<file path="config.mk">
export PLATFORM = sky130hd
export DESIGN_NAME = spi_master_tx_ml
export DESIGN_NICKNAME = d
export VERILOG_FILES = /design/src/rtl/spi_tx_pkg.sv /design/src/rtl/spi_tx_shreg.sv /design/src/rtl/spi_master_tx_ml.sv
export SDC_FILE = /design/constraint.sdc
export NUM_CORES = 1
export LEC_CHECK = 0
export ABC_AREA = 1
export BUFFER_PORTS_ARGS = -buffer_cell sky130_fd_sc_hd__buf_2
export CAP_MARGIN = 20
export CORE_ASPECT_RATIO = 0.75
export CORE_UTILIZATION = 52
export CTS_CLUSTER_SIZE = 20
export DETAILED_ROUTE_END_ITERATION = 16
export GPL_TIMING_DRIVEN = 1
export PLACE_DENSITY_LB_ADDON = 0.08
export SYNTH_ARGS = -nofsm -noshare
export SYNTH_HDL_FRONTEND = slang
export SYNTH_HIERARCHICAL = 1
export SYNTH_SLANG_ARGS = --single-unit
</file>
<file path="constraint.sdc">
create_clock -name clk -period 3.7 [get_ports clk]
set_clock_uncertainty 0.1 [all_clocks]
set_input_delay 0.555 -clock clk [delete_from_list [all_inputs] [get_ports clk]]
set_output_delay 0.555 -clock clk [all_outputs]
set_load 0.02 [all_outputs]
</file>
<file path="src/rtl/spi_tx_pkg.sv">
// Shared types and helpers for the multi-lane SPI master transmit shifter.
package spi_tx_pkg;

  // Lane configuration; the raw encoding 2'b11 is folded into SINGLE on decode.
  typedef enum logic [1:0] {
    SINGLE = 2'b00,
    DUAL   = 2'b01,
    QUAD   = 2'b10
  } lane_mode_e;

  typedef enum logic [1:0] {
    IDLE      = 2'd0,
    WAIT_DATA = 2'd1,
    SHIFT     = 2'd2
  } state_e;

  // Raw command mode to lane mode; anything unrecognised behaves as single.
  function automatic lane_mode_e decode_mode(input logic [1:0] raw);
    case (raw)
      2'b01:   return DUAL;
      2'b10:   return QUAD;
      default: return SINGLE;
    endcase
  endfunction

  // log2 of the lane count: bits moved per beat is 1 << lanes_shift.
  function automatic logic [1:0] lanes_shift(input lane_mode_e mode);
    case (mode)
      DUAL:    return 2'd1;
      QUAD:    return 2'd2;
      default: return 2'd0;
    endcase
  endfunction

  // Output-enable pattern for the active lanes.
  function automatic logic [3:0] lane_mask(input logic [1:0] s);
    case (s)
      2'd1:    return 4'b0011;
      2'd2:    return 4'b1111;
      default: return 4'b0001;
    endcase
  endfunction

endpackage

</file>
<file path="src/rtl/spi_tx_shreg.sv">
// Transmit shift register: parallel load, shift by the lane count in the
// selected bit order, and the lane multiplexer that drives sdo.
module spi_tx_shreg
  import spi_tx_pkg::*;
#(
  parameter int DATA_W = 32
) (
  input  logic              clk,
  input  logic              rstn,
  input  logic              clr,
  input  logic              load,
  input  logic [DATA_W-1:0] load_data,
  input  logic              shift,
  input  lane_mode_e        mode,
  input  logic              lsb_first,
  input  logic              out_en,
  output logic [3:0]        sdo
);

  logic [DATA_W-1:0] sr;
  logic [DATA_W-1:0] shifted;
  logic [1:0]        s;

  assign s = lanes_shift(mode);

  // Next shift-register value after one beat, zero filled.
  always_comb begin
    shifted = sr;
    case (s)
      2'd2:    shifted = lsb_first ? {4'b0000, sr[DATA_W-1:4]} : {sr[DATA_W-5:0], 4'b0000};
      2'd1:    shifted = lsb_first ? {2'b00, sr[DATA_W-1:2]}   : {sr[DATA_W-3:0], 2'b00};
      default: shifted = lsb_first ? {1'b0, sr[DATA_W-1:1]}    : {sr[DATA_W-2:0], 1'b0};
    endcase
  end

  // Shift register; a reload beats a shift landing in the same cycle.
  always_ff @(posedge clk or negedge rstn) begin
    if (!rstn) begin
      sr <= '0;
    end else if (clr) begin
      sr <= '0;
    end else if (load) begin
      sr <= load_data;
    end else if (shift) begin
      sr <= shifted;
    end
  end

  // Lane mux: current beat taken from the leading end of the register.
  always_comb begin
    sdo = 4'b0000;
    if (out_en) begin
      if (lsb_first) begin
        case (s)
          2'd2:    sdo      = sr[3:0];
          2'd1:    sdo[1:0] = sr[1:0];
          default: sdo[0]   = sr[0];
        endcase
      end else begin
        case (s)
          2'd2:    sdo      = sr[DATA_W-1:DATA_W-4];
          2'd1:    sdo[1:0] = sr[DATA_W-1:DATA_W-2];
          default: sdo[0]   = sr[DATA_W-1];
        endcase
      end
    end
  end

endmodule

</file>
<file path="src/rtl/spi_master_tx_ml.sv">
// Multi-lane SPI master transmit shifter. Takes a command (length, lane mode,
// bit order), pulls words from the TX FIFO and emits one beat per tx_edge.
// An empty FIFO at a word boundary stalls the SPI clock instead of sending zeros.
//
// Handshakes: a transfer happens on a clock where valid and ready are both high.
// cmd: cmd_ready depends only on state. data: data_ready is a combinational
// function of data_valid and marks the cycle in which the word is taken; the
// FIFO must not make data_ready a condition for raising data_valid.
module spi_master_tx_ml
  import spi_tx_pkg::*;
#(
  parameter int DATA_W = 32,
  parameter int CNT_W  = 16
) (
  input  logic              clk,
  input  logic              rstn,
  input  logic              cmd_valid,
  output logic              cmd_ready,
  input  logic [CNT_W-1:0]  cmd_len,
  input  logic [1:0]        cmd_mode,
  input  logic              cmd_lsb_first,
  input  logic              abort,
  input  logic              tx_edge,
  input  logic [DATA_W-1:0] data,
  input  logic              data_valid,
  output logic              data_ready,
  output logic [3:0]        sdo,
  output logic [3:0]        sdo_oe,
  output logic              tx_stall,
  output logic              tx_done,
  output logic              underrun
);

  localparam int             WC_W   = $clog2(DATA_W);
  localparam logic [CNT_W:0] BEAT_1 = (CNT_W+1)'(1);
  localparam logic [WC_W-1:0] WORD_1 = WC_W'(1);

  state_e            state, state_nx;
  lane_mode_e        mode_q;
  logic              lsb_q;
  logic [CNT_W:0]    beats_total;
  logic [CNT_W:0]    beat_cnt;
  logic [WC_W-1:0]   word_cnt;
  logic              zero_done_q;

  logic              hs;
  logic              beat_fire;
  logic              last_beat;
  logic              word_end;
  logic [1:0]        s_cmd;
  logic [1:0]        s_q;
  logic [CNT_W:0]    lanes_m1;
  logic [CNT_W:0]    beats_cmd;
  logic [WC_W-1:0]   word_last;

  assign s_cmd     = lanes_shift(decode_mode(cmd_mode));
  assign s_q       = lanes_shift(mode_q);
  // One extra bit so a maximum-length command cannot wrap when rounding up.
  assign lanes_m1  = (CNT_W+1)'((1 << s_cmd) - 1);
  assign beats_cmd = ({1'b0, cmd_len} + lanes_m1) >> s_cmd;
  assign word_last = WC_W'((DATA_W >> s_q) - 1);

  assign hs        = (state == IDLE) && cmd_valid && !abort;
  assign beat_fire = (state == SHIFT) && tx_edge && !abort;
  assign last_beat = (beat_cnt == beats_total - BEAT_1);
  assign word_end  = (word_cnt == word_last);

  // FSM state register.
  always_ff @(posedge clk or negedge rstn) begin
    if (!rstn) begin
      state <= IDLE;
    end else begin
      state <= state_nx;
    end
  end

  // FSM next-state logic; abort overrides everything.
  always_comb begin
    state_nx = state;
    case (state)
      IDLE:      if (hs && (cmd_len != '0)) state_nx = WAIT_DATA;
      WAIT_DATA: if (data_valid) state_nx = SHIFT;
      SHIFT: begin
        if (beat_fire) begin
          if (last_beat)                    state_nx = IDLE;
          else if (word_end && !data_valid) state_nx = WAIT_DATA;
        end
      end
      default:   state_nx = IDLE;
    endcase
    if (abort) state_nx = IDLE;
  end

  // FSM outputs: handshakes, stall, lane enables and event pulses.
  always_comb begin
    cmd_ready  = (state == IDLE);
    tx_stall   = (state == WAIT_DATA);
    data_ready = 1'b0;
    underrun   = 1'b0;
    tx_done    = zero_done_q && !abort;
    sdo_oe     = 4'b0000;
    case (state)
      WAIT_DATA: begin
        sdo_oe     = lane_mask(s_q);
        data_ready = data_valid && !abort;
      end
      SHIFT: begin
        sdo_oe = lane_mask(s_q);
        if (beat_fire) begin
          if (last_beat)       tx_done    = 1'b1;
          else if (word_end) begin
            if (data_valid)    data_ready = 1'b1;
            else               underrun   = 1'b1;
          end
        end
      end
      default: ;
    endcase
  end

  // Latched command config plus beat and word counters.
  always_ff @(posedge clk or negedge rstn) begin
    if (!rstn) begin
      mode_q      <= SINGLE;
      lsb_q       <= 1'b0;
      beats_total <= '0;
      beat_cnt    <= '0;
      word_cnt    <= '0;
      zero_done_q <= 1'b0;
    end else if (abort) begin
      beats_total <= '0;
      beat_cnt    <= '0;
      word_cnt    <= '0;
      zero_done_q <= 1'b0;
    end else begin
      zero_done_q <= hs && (cmd_len == '0);
      if (hs) begin
        mode_q      <= decode_mode(cmd_mode);
        lsb_q       <= cmd_lsb_first;
        beats_total <= beats_cmd;
        beat_cnt    <= '0;
        word_cnt    <= '0;
      end else if (beat_fire) begin
        beat_cnt <= beat_cnt + BEAT_1;
        word_cnt <= word_end ? '0 : word_cnt + WORD_1;
      end else if ((state == WAIT_DATA) && data_ready) begin
        word_cnt <= '0;
      end
    end
  end

  spi_tx_shreg #(
    .DATA_W (DATA_W)
  ) u_shreg (
    .clk       (clk),
    .rstn      (rstn),
    .clr       (abort),
    .load      (data_ready),
    .load_data (data),
    .shift     (beat_fire),
    .mode      (mode_q),
    .lsb_first (lsb_q),
    .out_en    (state != IDLE),
    .sdo       (sdo)
  );

endmodule

</file>
==> impl_metrics.sql <==
INSERT INTO impl_metrics (metric_group, metric, value, unit) VALUES
('cts', 'path_clk_slew', '0.06', 'ns'),
('yosys', 'synthesis.area', '7150', 'um2'),
('yosys', 'yosys_most_used_dff', 'sky130_fd_sc_hd__dfrtp_1', ''),
('worst_setup_path', 'worstPathRequired', '3.04', 'ns'),
('drt', 'route.final.wire_length', '19200', 'um'),
('sta', 'finalCritPeriodShare', '90.9', '%'),
('global_routing', 'use_met3', '4.99', '%'),
('sta', 'finalMaxSlewViolations', '0', ''),
('pwr', 'share_clk_of_total_power', '21.6', '%'),
('die', 'fp.coreArea', '13200', 'um2'),
('outcome', 'outcome', 'finished, final reports clean', ''),
('sta', 'slew_headroom', '52.4', '%'),
('global_routing', 'overflow', '0', ''),
('worst_setup_path', 'critPathLaunchType', 'flip-flop', ''),
('sta', 'timing.final.hold_violations', '0', ''),
('drt', 'routed_via_density', '5.35', ''),
('drt', 'total_vias_in_the_final_route', '7535', ''),
('pwr', 'total_leakage_power', '4.61', 'nW'),
('job', 'maxCapViolations', '0', ''),
('pwr', 'power_dissipated_by_switching_net_loads', '0.00226', 'W'),
('worst_setup_path', 'critical_path.startpoint', 'beats_total[0]', ''),
('sta', 'post-route-min-period', '3.36', 'ns'),
('pwr', 'sw_frac_of_total', '47.3', '%'),
('worst_setup_path', 'maximum_fanout_encountered_on_the_critical_timing_path', '5', ''),
('placed_design', 'detailed_place_hpwl', '14200', 'um'),
('sta', 'clock.fmax', '297', 'MHz'),
('layout', 'count_of_nets_after_finishing', '1330', ''),
('cts', 'cts_buffers', '9', ''),
('cts', 'worstSkewPairLatency', '0.34', 'ns'),
('pwr', 'combPwrFrac', '55.9', '%'),
('cts', 'clock_path_buffers', '2', ''),
('global_routing', 'antenna_violations_before_repair', '0', ''),
('drt', 'detail_route.first_pass.iterations', '7', ''),
('global_routing', 'grt_first_pass_wirelength', '32100', 'um'),
('sta', 'final.setup.tns', '0', 'ns'),
('sta', 'hold-worst-slack', '0.00134', 'ns'),
('layout', 'diodes', '0', ''),
('global_routing', 'grt_util_met2', '34.7', '%'),
('pwr', 'power_per_cell_area', '600', 'nW/um2'),
('placed_design', 'place.port_buffers', '69', ''),
('worst_setup_path', 'crit_path_end_kind', 'output port', ''),
('global_routing', 'via_count_of_the_first_global_routing_pass', '6378', ''),
('cts', 'clockRootBuffer', 'sky130_fd_sc_hd__clkbuf_16', ''),
('pwr', 'internal_power', '0.00251', 'W'),
('die', 'initial_utilization', '54.2', '%'),
('placed_design', 'detailed_place.area', '7590', 'um2'),
('layout', 'final_layout_size_suffix_gt1_share', '9.54', '%'),
('cts', 'cts-htree-levels', '3', ''),
('cts', 'tritoncts', 'yes', ''),
('die', 'die_height', '104', 'um'),
('sta', 'timing_worst_slew_pin_value', '0.713', 'ns'),
('drt', 'detail_route.drc_violations', '0', ''),
('drt', 'detail_route.wl_per_cell', '13.7', 'um'),
('worst_setup_path', 'crit_type', 'reg2out', ''),
('sta', 'grt_setup_unrepaired', 'false', ''),
('yosys', 'postSynthRegisterBits', '77', ''),
('worst_setup_path', 'worst_reg_to_reg_cells', '18', ''),
('yosys', 'synthesis.nets', '1277', ''),
('die', 'full_die_area', '14200', 'um2'),
('worst_setup_path', 'worst_r2r_endpoint', 'u_shreg/sr[26]', ''),
('worst_hold_path', 'holdCritPathClass', 'in2async', ''),
('die', 'die_width', '137', 'um'),
('cts', 'cts_setup_buffers', '0', ''),
('yosys', 'synth_warnings', '6', ''),
('global_routing', 'use_met1', '48.6', '%'),
('pwr', 'seq_power_share', '22.5', '%'),
('yosys', 'ys_seq_area_share', '26.9', '%'),
('worst_setup_path', 'regToRegStartpoint', 'beats_total[0]', ''),
('layout', 'final_common_cell', 'sky130_fd_sc_hd__nand2_1', ''),
('placed_design', 'gp_congestion', '0.890', ''),
('sta', 'finalSetupViolations', '0', '');
-- worst max path at each step --
stage | slack, ns | end
CTS | 0.34 | data_ready
finish | 0.34 | data_ready
floorplan | 0.30 | beats_total[12]
global route | 0.10 | data_ready
detailed placement | 0.40 | beats_total[13]
global placement | 0.49 | beats_total[13]
-- state kept, by name, indices dropped and copies added (netlist names) --
| signal | count |
|---|---|
| beat_cnt | 17 |
| beats_total | 17 |
| lsb_q | 1 |
| mode_q | 2 |
| state | 2 |
| u_shreg/sr | 32 |
| word_cnt | 5 |
| zero_done_q | 1 |
-- critical path, stage by stage (launching register included) --
cell                      delay, ns
sky130_fd_sc_hd__dfrtp_1       0.40
sky130_fd_sc_hd__inv_1         0.13
sky130_fd_sc_hd__ha_1          0.27
sky130_fd_sc_hd__nand2_1       0.13
sky130_fd_sc_hd__nor2_2        0.14
sky130_fd_sc_hd__nand3_1       0.12
sky130_fd_sc_hd__nand2_1       0.07
sky130_fd_sc_hd__nand2_1       0.04
sky130_fd_sc_hd__nand3_1       0.09
sky130_fd_sc_hd__nor3_2        0.05
sky130_fd_sc_hd__nand3_2       0.10
sky130_fd_sc_hd__nand4_1       0.09
sky130_fd_sc_hd__a21oi_1       0.46
sky130_fd_sc_hd__buf_2         0.28
-- cell type report --
type                       instances  area, um2
fill                            1314       5240
sequential                        77       1930
inverter                         122        463
multi-input combinational        941       4540
clock buffer                      12        246
timing repair buffer              81        470
clock inverter                     4       95.1
tap                              171        214
-- power groups by stage --
stage / Combinational [W] / Clock (W) / Sequential [W]
2_1_floorplan: 0.00212 / 0 / 0.00105
3_3_place_gp: 0.00259 / 0 / 0.00108
3_5_place_dp: 0.00260 / 0 / 0.00109
4_1_cts: 0.00261 / 0.00105 / 0.00107
5_1_grt: 0.00301 / 0.00108 / 0.00109
6_report: 0.00267 / 0.00103 / 0.00107
-- synthesized netlist by cell type (2+ instances only) --
| master | instances | area (um2) |
|---|---|---|
| sky130_fd_sc_hd__ha_1 | 40 | 500 |
| sky130_fd_sc_hd__nor2_2 | 8 | 50.1 |
| sky130_fd_sc_hd__nand2_1 | 460 | 1730 |
| sky130_fd_sc_hd__buf_4 | 6 | 45.0 |
| sky130_fd_sc_hd__nand3_1 | 127 | 636 |
| sky130_fd_sc_hd__xnor2_1 | 9 | 78.8 |
| sky130_fd_sc_hd__nor3_1 | 12 | 60.1 |
| sky130_fd_sc_hd__xor2_1 | 17 | 149 |
| sky130_fd_sc_hd__nor3_2 | 3 | 30.0 |
| sky130_fd_sc_hd__inv_1 | 118 | 443 |
| sky130_fd_sc_hd__nand3b_1 | 3 | 22.5 |
| sky130_fd_sc_hd__nand3_2 | 4 | 40.0 |
| sky130_fd_sc_hd__buf_12 | 2 | 40.0 |
| sky130_fd_sc_hd__o221ai_1 | 5 | 43.8 |
| sky130_fd_sc_hd__mux2i_1 | 3 | 30.0 |
| sky130_fd_sc_hd__nand4_1 | 8 | 50.1 |
| sky130_fd_sc_hd__o21ai_0 | 42 | 210 |
| sky130_fd_sc_hd__o21ai_1 | 4 | 20.0 |
| sky130_fd_sc_hd__a21oi_1 | 35 | 175 |
| sky130_fd_sc_hd__o211ai_1 | 5 | 37.5 |
| sky130_fd_sc_hd__dfrtp_1 | 77 | 1930 |
| sky130_fd_sc_hd__nor2_1 | 133 | 499 |
| sky130_fd_sc_hd__nand2_2 | 4 | 25.0 |
| sky130_fd_sc_hd__buf_6 | 3 | 33.8 |
| sky130_fd_sc_hd__o21a_1 | 3 | 22.5 |
| sky130_fd_sc_hd__buf_1 | 2 | 7.51 |
| sky130_fd_sc_hd__nor4_1 | 3 | 18.8 |
| sky130_fd_sc_hd__a31oi_1 | 2 | 12.5 |
| sky130_fd_sc_hd__clkbuf_1 | 20 | 75.1 |
| sky130_fd_sc_hd__o22ai_1 | 2 | 12.5 |
| sky130_fd_sc_hd__inv_2 | 2 | 7.51 |
| sky130_fd_sc_hd__buf_2 | 6 | 30.0 |
-- kinds of logic after synthesis --
group | share of synthesized area [%]
AND/OR/NAND/NOR | 44.3
flip-flops | 26.9
adder cells (fa/ha/maj) | 7.28
AO/OA/AOI/OAI | 8.17
multiplexers | 0.420
buffers and inverters | 9.71
XOR/XNOR | 3.18
-- layer usage --
metal	vias up	wire [um]
met4	0	123
met2	308	7120
li1	3852	-
met5	-	0
met1	3362	10300
met3	13	1730
-- stage by stage --
step | util [%] | setup WS, ns | total power [W] | instances
global route | 60.3 | 0.104 | 0.00518 | 1408
floorplan | - | 0.298 | 0.00316 | 1179
global placement | 57.5 | 0.491 | 0.00368 | 1391
CTS | 60.1 | 0.339 | 0.00473 | 1407
detailed placement | 57.5 | 0.404 | 0.00368 | 1391
finish | 60.3 | 0.338 | 0.00477 | 1408
No activity file was read; power rests on OpenSTA's default activity.
